[src/rtl/lenet_pkg.sv]
// Shared LeNet fixed-point constants, pooled-map geometry and FC sequencer states.
package lenet_pkg;

  localparam int BITWIDTH  = 16;
  localparam int FRAC_BITS = 8;
  localparam int FC_IN_NUM = 50;
  localparam int POOL2_CH  = 2;
  localparam int POOL2_DIM = 5;

  typedef logic signed [BITWIDTH-1:0] fx_t;

  typedef enum logic [2:0] {
    IDLE,
    MAC,
    DRAIN,
    OUT,
    FIN
  } fc_state_t;

endpackage

[src/rtl/fc_round_sat.sv]
// Floor-shift an accumulator back to BITWIDTH with saturation.
// Optional fused ReLU when FC_LAYER_RELU_EN is defined.
module fc_round_sat #(
  parameter int BITWIDTH  = lenet_pkg::BITWIDTH,
  parameter int FRAC_BITS = lenet_pkg::FRAC_BITS,
  parameter int ACC_WIDTH = 40
) (
  input  logic signed [ACC_WIDTH-1:0] sum,
  output logic signed [BITWIDTH-1:0]  result
);

  localparam logic signed [ACC_WIDTH-1:0] MAX_V =
    {{(ACC_WIDTH-BITWIDTH+1){1'b0}}, {(BITWIDTH-1){1'b1}}};
  localparam logic signed [ACC_WIDTH-1:0] MIN_V =
    {{(ACC_WIDTH-BITWIDTH+1){1'b1}}, {(BITWIDTH-1){1'b0}}};

  logic signed [ACC_WIDTH-1:0] shifted;
  logic signed [BITWIDTH-1:0]  sat;

  always_comb begin
    shifted = sum >>> FRAC_BITS;
    if (shifted > MAX_V) begin
      sat = MAX_V[BITWIDTH-1:0];
    end else if (shifted < MIN_V) begin
      sat = MIN_V[BITWIDTH-1:0];
    end else begin
      sat = shifted[BITWIDTH-1:0];
    end
`ifdef FC_LAYER_RELU_EN
    result = sat[BITWIDTH-1] ? '0 : sat;
`else
    result = sat;
`endif
  end

endmodule

[src/rtl/fc_layer_seq.sv]
// Sequential fully-connected layer after pool2: one MAC per cycle against external sync ROMs.
// FC_LAYER_RELU_EN (optional) fuses a ReLU into the output stage.
module fc_layer_seq #(
  parameter int BITWIDTH  = lenet_pkg::BITWIDTH,
  parameter int FRAC_BITS = lenet_pkg::FRAC_BITS,
  parameter int OUT_NUM   = 10,
  parameter int ACC_WIDTH = 40
) (
  input  logic                                clk,
  input  logic                                rst_n,
  input  logic                                start,
  input  logic signed [BITWIDTH-1:0]          featuremap_maxpooled [lenet_pkg::POOL2_CH-1:0][lenet_pkg::POOL2_DIM-1:0][lenet_pkg::POOL2_DIM-1:0],
  output logic [$clog2(OUT_NUM*50)-1:0]       w_addr,
  input  logic signed [BITWIDTH-1:0]          w_data,
  output logic [$clog2(OUT_NUM)-1:0]          b_addr,
  input  logic signed [BITWIDTH-1:0]          b_data,
  output logic                                busy,
  output logic                                out_valid,
  output logic [$clog2(OUT_NUM)-1:0]          out_idx,
  output logic signed [BITWIDTH-1:0]          out_data,
  output logic                                done
);

  import lenet_pkg::*;

  localparam int KW  = $clog2(FC_IN_NUM);
  localparam int WAW = $clog2(OUT_NUM*FC_IN_NUM);
  localparam int NW  = $clog2(OUT_NUM);

  fc_state_t                   state;
  logic [KW-1:0]               k;
  logic [NW-1:0]               n;
  logic signed [BITWIDTH-1:0]  map_q [FC_IN_NUM];
  logic signed [BITWIDTH-1:0]  elem_q;
  logic signed [ACC_WIDTH-1:0] acc;

  logic signed [2*BITWIDTH-1:0] prod;
  logic signed [ACC_WIDTH-1:0]  prod_ext;
  logic signed [ACC_WIDTH-1:0]  acc_next;
  logic signed [ACC_WIDTH-1:0]  bias_ext;
  logic signed [ACC_WIDTH-1:0]  sum;
  logic signed [BITWIDTH-1:0]   result;

  // elem_q lags the address by one cycle so it lines up with the ROM's registered w_data.
  always_comb begin
    prod     = (2*BITWIDTH)'(elem_q) * (2*BITWIDTH)'(w_data);
    prod_ext = {{(ACC_WIDTH-2*BITWIDTH){prod[2*BITWIDTH-1]}}, prod};
    acc_next = acc + prod_ext;
    bias_ext = {{(ACC_WIDTH-BITWIDTH){b_data[BITWIDTH-1]}}, b_data} <<< FRAC_BITS;
    sum      = acc_next + bias_ext;
  end

  fc_round_sat #(
    .BITWIDTH (BITWIDTH),
    .FRAC_BITS(FRAC_BITS),
    .ACC_WIDTH(ACC_WIDTH)
  ) u_round_sat (
    .sum   (sum),
    .result(result)
  );

  always_ff @(posedge clk or negedge rst_n) begin
    if (!rst_n) begin
      state     <= IDLE;
      k         <= '0;
      n         <= '0;
      elem_q    <= '0;
      acc       <= '0;
      w_addr    <= '0;
      b_addr    <= '0;
      busy      <= 1'b0;
      out_valid <= 1'b0;
      out_idx   <= '0;
      out_data  <= '0;
      done      <= 1'b0;
      for (int a = 0; a < FC_IN_NUM; a++) begin
        map_q[a] <= '0;
      end
    end else begin
      out_valid <= 1'b0;
      done      <= 1'b0;
      case (state)
        IDLE: begin
          if (start) begin
            for (int c = 0; c < POOL2_CH; c++) begin
              for (int i = 0; i < POOL2_DIM; i++) begin
                for (int j = 0; j < POOL2_DIM; j++) begin
                  map_q[c*POOL2_DIM*POOL2_DIM + i*POOL2_DIM + j] <= featuremap_maxpooled[c][i][j];
                end
              end
            end
            n      <= '0;
            k      <= '0;
            w_addr <= '0;
            b_addr <= '0;
            busy   <= 1'b1;
            state  <= MAC;
          end
        end
        MAC: begin
          elem_q <= map_q[k];
          acc    <= (k == '0) ? '0 : acc_next;
          if (k == KW'(FC_IN_NUM-1)) begin
            state <= DRAIN;
          end else begin
            k      <= k + KW'(1);
            w_addr <= w_addr + WAW'(1);
          end
        end
        // Final product and bias fold straight into the registered result.
        DRAIN: begin
          acc       <= acc_next;
          out_data  <= result;
          out_idx   <= n;
          out_valid <= 1'b1;
          state     <= OUT;
        end
        OUT: begin
          if (n == NW'(OUT_NUM-1)) begin
            busy  <= 1'b0;
            done  <= 1'b1;
            state <= FIN;
          end else begin
            n      <= n + NW'(1);
            k      <= '0;
            w_addr <= w_addr + WAW'(1);
            b_addr <= b_addr + NW'(1);
            state  <= MAC;
          end
        end
        FIN: begin
          state <= IDLE;
        end
        default: begin
          state <= IDLE;
        end
      endcase
    end
  end

endmodule

[config.mk]
export PLATFORM = sky130hd
export DESIGN_NAME = fc_layer_seq
export DESIGN_NICKNAME = d
export VERILOG_FILES = /design/src/rtl/lenet_pkg.sv /design/src/rtl/fc_round_sat.sv /design/src/rtl/fc_layer_seq.sv
export SDC_FILE = /design/constraint.sdc
export NUM_CORES = 2
export LEC_CHECK = 0
export CAP_MARGIN = 0
export CORE_AREA = 2 2 339 341
export DETAILED_ROUTE_END_ITERATION = 16
export DIE_AREA = 0 0 341 343
export GPL_TIMING_DRIVEN = 0
export PLACE_DENSITY = 0.83
export SYNTH_ARGS = -nofsm -noshare
export SYNTH_HDL_FRONTEND = slang
export SYNTH_SLANG_ARGS = --single-unit
[constraint.sdc]
create_clock -name clk -period 9.9 [get_ports clk]
set_clock_uncertainty 0.2 [all_clocks]
set_input_delay 1.98 -clock clk [delete_from_list [all_inputs] [get_ports clk]]
set_output_delay 1.98 -clock clk [all_outputs]
set_load 0.03 [all_outputs]
# After elaboration in Yosys (flattened, before gate mapping)

Index checks and enable logic that the tools add are counted.

Multipliers: 1
Reduce and logical (&&, ||, !) cells: 10
Multiplexer cells: 30
Bitwise operators: 1
Equality and inequality tests: 10
Add/subtract/negate cells: 6
$lt $le $gt $ge: 3

Operators with widths:

| kind                                                            | number |
|---|---|
| binary-select mux 16 bit (select 6 bit)                         | 1 |
| one-hot mux 40 bit (2 select lines)                             | 1 |
| two-way mux 16 bit                                              | 4 |
| adder 40 x 24 -> 40 bit                                         | 1 |
| adder 40 x 32 -> 40 bit                                         | 1 |
| two-way mux 40 bit                                              | 1 |
| greater-than comparator 32 x 16 -> 1 bit, second input constant | 1 |
| < comparator 32 x 16 -> 1 bit, second input constant            | 1 |
| multiplier 16 x 16 -> 32 bit                                    | 1 |
| two-way mux 9 bit                                               | 3 |
| one-hot mux 9 bit (3 select lines)                              | 1 |
| two-way mux 6 bit                                               | 3 |
| one-hot mux 6 bit (3 select lines)                              | 1 |
| one-hot mux 4 bit (2 select lines)                              | 2 |
| two-way mux 4 bit                                               | 3 |
| one-hot mux 3 bit (4 select lines)                              | 1 |
| inequality test 2 bit, second input constant                    | 5 |
| adder 9 x 1 -> 9 bit, second input constant                     | 1 |
| two-way mux 3 bit                                               | 3 |
| adder 4 x 1 -> 4 bit, second input constant                     | 2 |
| >= comparator 7 bit, second input constant                      | 1 |
| NOT 6 -> 7 bit                                                  | 1 |
| adder 6 x 1 -> 6 bit, second input constant                     | 1 |
| equality test 3 x 2 -> 1 bit, second input constant             | 2 |
| other kinds (12)                                                | 19 |

Flip-flop bits (word level): 905
Output and inout port bits: 36

# Longest topological paths before layout

Depth in word-level cells: 6
Gate-level depth with buffers: 39
Depth with buffers taken out: 36

# Modules after synthesis

From an unflattened synthesis, not the netlist that was laid out.

Cells, all modules: 3999
Area, all modules: 53859.2 um^2

By module, submodules not included:

| module       | cells each | area each (um^2) | instances |
|---|---|---|---|
| fc_layer_seq | 3971       | 53627.7          | 1 |
| fc_round_sat | 28         | 231.5            | 1 |

# Worst setup path after synthesis

No wires, ideal clock.

Path type: input port to flip-flop
From: in w_data[1]
To: reg out_data[7]
Library setup time: 75 ps
Data arrival time: 10332 ps
Path slack: -707 ps
Stages on the path: 36
Cell sequence: clkbuf_1 nand2_1 inv_1 fa_1 inv_1 fa_1 inv_1 fa_1 inv_1 fa_1 fa_1 fa_1 inv_1 ha_1 nand3_1 nor2_1 inv_1 o221ai_2 a221o_1 a31o_2 a21o_1 a21oi_1 xnor2_1 ha_1 clkbuf_1 o21a_1 o21ai_0 or2b_2 a21oi_1 a41oi_4 a31oi_4 a311oi_1 or4_4 a21oi_4 buf_12 o2bb2ai_2

Word-level cells in the longest chain between the ends: 6
Elaborated cells on any way between the ends: 7
Those cells by class: add/sub: 2; mul: 1; order compare: 2; mux: 2

RTL lines:

| item                             | RTL line            | RTL |
|---|---|---|
| start, declared                  | fc_layer_seq.sv:14  | `input logic signed [BITWIDTH-1:0] w_data,` |
| multiplier 16 x 16 -> 32 bit (*) | fc_layer_seq.sv:46  | `prod = (2*BITWIDTH)'(elem_q) * (2*BITWIDTH)'(w_data);` |
| adder 40 x 32 -> 40 bit (*)      | fc_layer_seq.sv:48  | `acc_next = acc + prod_ext;` |
| adder 40 x 24 -> 40 bit (*)      | fc_layer_seq.sv:50  | `sum = acc_next + bias_ext;` |
| < comparator 32 x 16 -> 1 bit    | fc_round_sat.sv:24  | `end else if (shifted < MIN_V) begin` |
| two-way mux 16 bit               | fc_round_sat.sv:24  |  |
| two-way mux 16 bit (*)           | fc_round_sat.sv:22  | `if (shifted > MAX_V) begin` |
| end signal, assigned             | fc_layer_seq.sv:113 | `out_data <= result;` |
| end, declared                    | fc_layer_seq.sv:20  | `output logic signed [BITWIDTH-1:0] out_data,` |

Every way passes the cells marked *; elsewhere a longest branch is shown, timed or not.
A chain may end at the register's enable or synchronous reset.

# Final worst setup path

From: in w_data[5]
To: reg out_data[4]

The elaborated chain is that of the path after synthesis.

==> results summary <==
Synthesis instantiated 87 different standard cells from the library. Among all stages on the critical path, the largest delay is contributed by sky130_fd_sc_hd__or4_4. The clock reaches the later pin of the worst-skew pair after 720 ps.

The hold-critical path depth is 2. The area occupied by registers is 22,600 sq um. The buffer and inverter count on the worst path is 8. The total global routing overflow came out at 0. The initial antenna violation count is 129. The placed wire-length estimate after detailed placement came out at 159 mm. The fraction of layout cells with a size suffix above 1 came out at 0.293. The congestion estimate from routability-driven global placement came to 0.988.

The count of maximum capacitance violations came out at 0. In the final layout, the multi-input gates occupy 29,900 sq um. The count of final max-slew check failures is 0. The slew at the pin closest to its max-slew limit is 1280 ps.

The async set or reset register ratio after synthesis came out at 1.00. In this run the remaining antenna-violating nets after routing total 0. The number of buffers on the longest clock path is 3. Summed over all instances, the cell type with the most area after synthesis is sky130_fd_sc_hd__dfrtp_1. The CTS sink count is 905.

The I/O pin count came out at 871. The synthesis warning total is 0. The violation count after the first detailed-route iteration came out at 3,463. Broken down by cell family, the worst path's largest delay share belongs to adder cells. The critical path is of the in2reg type. The critical path data arrival time came out at 10,550 ps.

Setup repair after global routing could not meet its margin everywhere. The placeable core region came out at 113,000 sq um. STA classifies the critical path startpoint as a primary input. Counting I/O delays and the setup requirement, the final critical path takes 10,130 ps. The number of synthesized flops with an enable pin came out at 0. The delay contributed by the slowest stage of the critical path came out at 590 ps. The number of detailed-routing iterations run before antenna repair came out at 5.

The pin count of the biggest net entering global routing came out at 126. The number of endpoints failing setup at the final stage came out at 15. The reg-to-reg setup timing slack came out at -40 ps. The worst hold path belongs to the class reg2reg.

The post-synthesis area per instance came out at 13.5 sq um. The total of hold buffers inserted after clock tree synthesis is 0. The terminating pin of the worst hold path is out_data[15]. The die covers 117,000 sq um. Fill cells in the final layout number 8,385. The flow ran to the end, but the final reports show violations. In this run the clock root is driven by a sky130_fd_sc_hd__clkbuf_16.

The largest fanout of any net on the critical path is 8. Yosys attributes the largest share of cell area to sky130_fd_sc_hd__dfrtp_1, sky130_fd_sc_hd__mux2_2, sky130_fd_sc_hd__fa_1. The number of buffers inserted during clock tree synthesis came out at 99. The number of standard-cell rows in the floorplan came out at 124. The overall routing resource usage is 0.344.

The overall die height came out at 343 um. In the routed design, unresolved DRC markers number 0. The max-slew headroom at the worst pin is 0.144. The clock-pin slew of the registers on the worst-case setup and hold paths came out at 60 ps. The number of vias after detailed routing came out at 39,700.

The number of hold violations in the final report is 0. The count of state elements after synthesis came out at 905. The synthesized netlist cell count is 4,005. The checks that failed: negative setup slack. Dividing the detail-routed via count by the number of cells gives 5.88. The number of global-route vias before repair came out at 42,400. The global-route wire length before repair came out at 289 mm. The minimum hold slack is 282 ps.

The sequential area share after synthesis is 0.419. The chip width is 341 um. The starting density of the core is 0.476.

For this run, the post-layout net count is 6,392. The share of the cycle needed by the critical path after routing came out at 1.02. In this design, the critical path's most frequently occurring cell is sky130_fd_sc_hd__fa_1.

TritonCTS built the clock tree. The growth of design area from synthesis to finish came out at 30.0%. The synthesized net count came out at 5,326.

In the synthesized netlist the dominant register cell turns out to be sky130_fd_sc_hd__dfrtp_1. Of the post-synthesis cell area, the dominant cell type holds 0.419. The required time of the critical path came out at 10,320 ps. The number of cell instances on the worst register-to-register path is 35.

The number of logic stages on the critical path including buffering came out at 36. The total wirelength of the detailed-routed design is 202 mm. Once routing completed, OpenROAD measured the worst setup slack at -233 ps. The number of buffer cells added on primary ports is 870. Based on the critical path, the design can be clocked at up to 0.0987 GHz.

In the final routed layout, each cell accounts on average for 29.9 um. The minimum setup slack after placement is -2430 ps. The worst setup path is captured at a flop. The netlist area before placement came out at 54,000 sq um. The total number of H-tree levels came out at 3. In this run the critical register-to-register path is captured at out_data[4].

The origin of the critical flop-to-flop path is elem_q[3]. The start point of the worst hold path is out_data[15].
-- routing by layer --
metal | routed length [um] | global-route usage
met5 | 289 | 0
met4 | 14600 | 0.219
met3 | 20300 | 0.110
met2 | 94100 | 0.539
met1 | 72400 | 0.414
-- worst max-delay path by stage --
stage                          start           end  slack, ps
final                      w_data[5]   out_data[4]       -230
after global routing       w_data[5]   out_data[4]       -410
after CTS                 w_data[15]  out_data[12]       -110
after detailed placement   w_data[6]  out_data[11]      -2430
after global placement         rst_n     map_q[62]     -34300
after floorplan           w_data[15]   out_data[7]       -150
-- logic make-up after synthesis --
family,synth area share
AOI/OAI and AO/OA,0.0441
xor gates and xnor gates,0.0118
adders and majority gates,0.159
buffers and inverters,0.0407
DFF,0.419
muxes,0.273
and+or+nand+nor,0.0522
-- cell usage in the layout (no fill, tap or decap), types with 16 or more instances in the layout --
| cell type | netlist | routed |
|---|---|---|
| sky130_fd_sc_hd__buf_4 | 2 | 89 |
| sky130_fd_sc_hd__nand3_1 | 25 | 23 |
| sky130_fd_sc_hd__dfrtp_1 | 905 | 905 |
| sky130_fd_sc_hd__mux2_2 | 800 | 800 |
| sky130_fd_sc_hd__ha_1 | 155 | 131 |
| sky130_fd_sc_hd__nand2_1 | 190 | 187 |
| sky130_fd_sc_hd__fa_1 | 331 | 309 |
| sky130_fd_sc_hd__inv_1 | 347 | 331 |
| sky130_fd_sc_hd__a21o_1 | 30 | 30 |
| sky130_fd_sc_hd__nand2b_1 | 16 | 16 |
| sky130_fd_sc_hd__buf_1 | 28 | 26 |
| sky130_fd_sc_hd__nor3_1 | 29 | 29 |
| sky130_fd_sc_hd__clkbuf_16 | 0 | 104 |
| sky130_fd_sc_hd__a21oi_1 | 67 | 54 |
| sky130_fd_sc_hd__o21ai_0 | 66 | 56 |
| sky130_fd_sc_hd__mux2i_1 | 34 | 34 |
| sky130_fd_sc_hd__diode_2 | 0 | 93 |
| sky130_fd_sc_hd__a22o_1 | 43 | 43 |
| sky130_fd_sc_hd__clkbuf_8 | 0 | 24 |
| sky130_fd_sc_hd__mux4_2 | 240 | 240 |
| sky130_fd_sc_hd__nor2_1 | 119 | 112 |
| sky130_fd_sc_hd__clkdlybuf4s50_1 | 0 | 853 |
| sky130_fd_sc_hd__fa_2 | 0 | 22 |
| sky130_fd_sc_hd__clkbuf_1 | 181 | 183 |
| sky130_fd_sc_hd__xor2_1 | 26 | 22 |
| sky130_fd_sc_hd__xnor2_1 | 44 | 40 |
| sky130_fd_sc_hd__and2_1 | 125 | 120 |
| sky130_fd_sc_hd__nor2b_1 | 18 | 17 |
-- worst min-delay path: stages (launching register included) --
cell                      delay (ps)
sky130_fd_sc_hd__dfrtp_1         340
sky130_fd_sc_hd__nand2_1          50
sky130_fd_sc_hd__nand2_1          60
-- state kept, by name (all words and copies together) (netlist names), 3 cells and up --
register  flops
n             4
w_addr        9
b_addr        4
out_idx       4
elem_q       16
state         3
acc          40
map_q       800
k             6
out_data     16
-- through the flow --
stage | setup TNS (ps) | util | area, sq um | instances
CTS | -1170 | 0.612 | 69500 | 6630
global placement | - | 0.571 | 64700 | 6387
global route | -5470 | 0.619 | 70200 | 6745
floorplan | -1520 | - | 54100 | 4005
finish | -2700 | 0.619 | 70200 | 6751
detailed placement | -37460 | 0.573 | 64900 | 6394
-- synth_stat cells, drive strengths merged (44+ instances only) --
| master | count |
|---|---|
| a21oi | 68 |
| and2 | 125 |
| clkbuf | 181 |
| dfrtp | 905 |
| fa | 331 |
| ha | 155 |
| inv | 348 |
| mux2 | 800 |
| mux4 | 240 |
| nand2 | 190 |
| nor2 | 119 |
| o21ai | 70 |
| xnor2 | 44 |
-- area by class of cell --
type,instances,share of cell area
tap,1512,0.0270
multi-input combinational,2535,0.427
buffer,216,0.0160
antenna,93,0.00332
sequential,905,0.323
inverter,348,0.0187
timing repair buffer,965,0.137
clock buffer,141,0.0408
clock inverter,35,0.00775
timing repair inverter,1,0.0000713
-- timing repair --
item	in CTS	in global routing
gates cloned	2	0
setup endpoints to repair	16	16
setup buffers	60	29
gates resized for setup	230	79
pin swaps	91	66
Power is left out: the tool's default activity adds up to more than one toggle a clock period on the data nets, which glitch-free logic cannot reach.
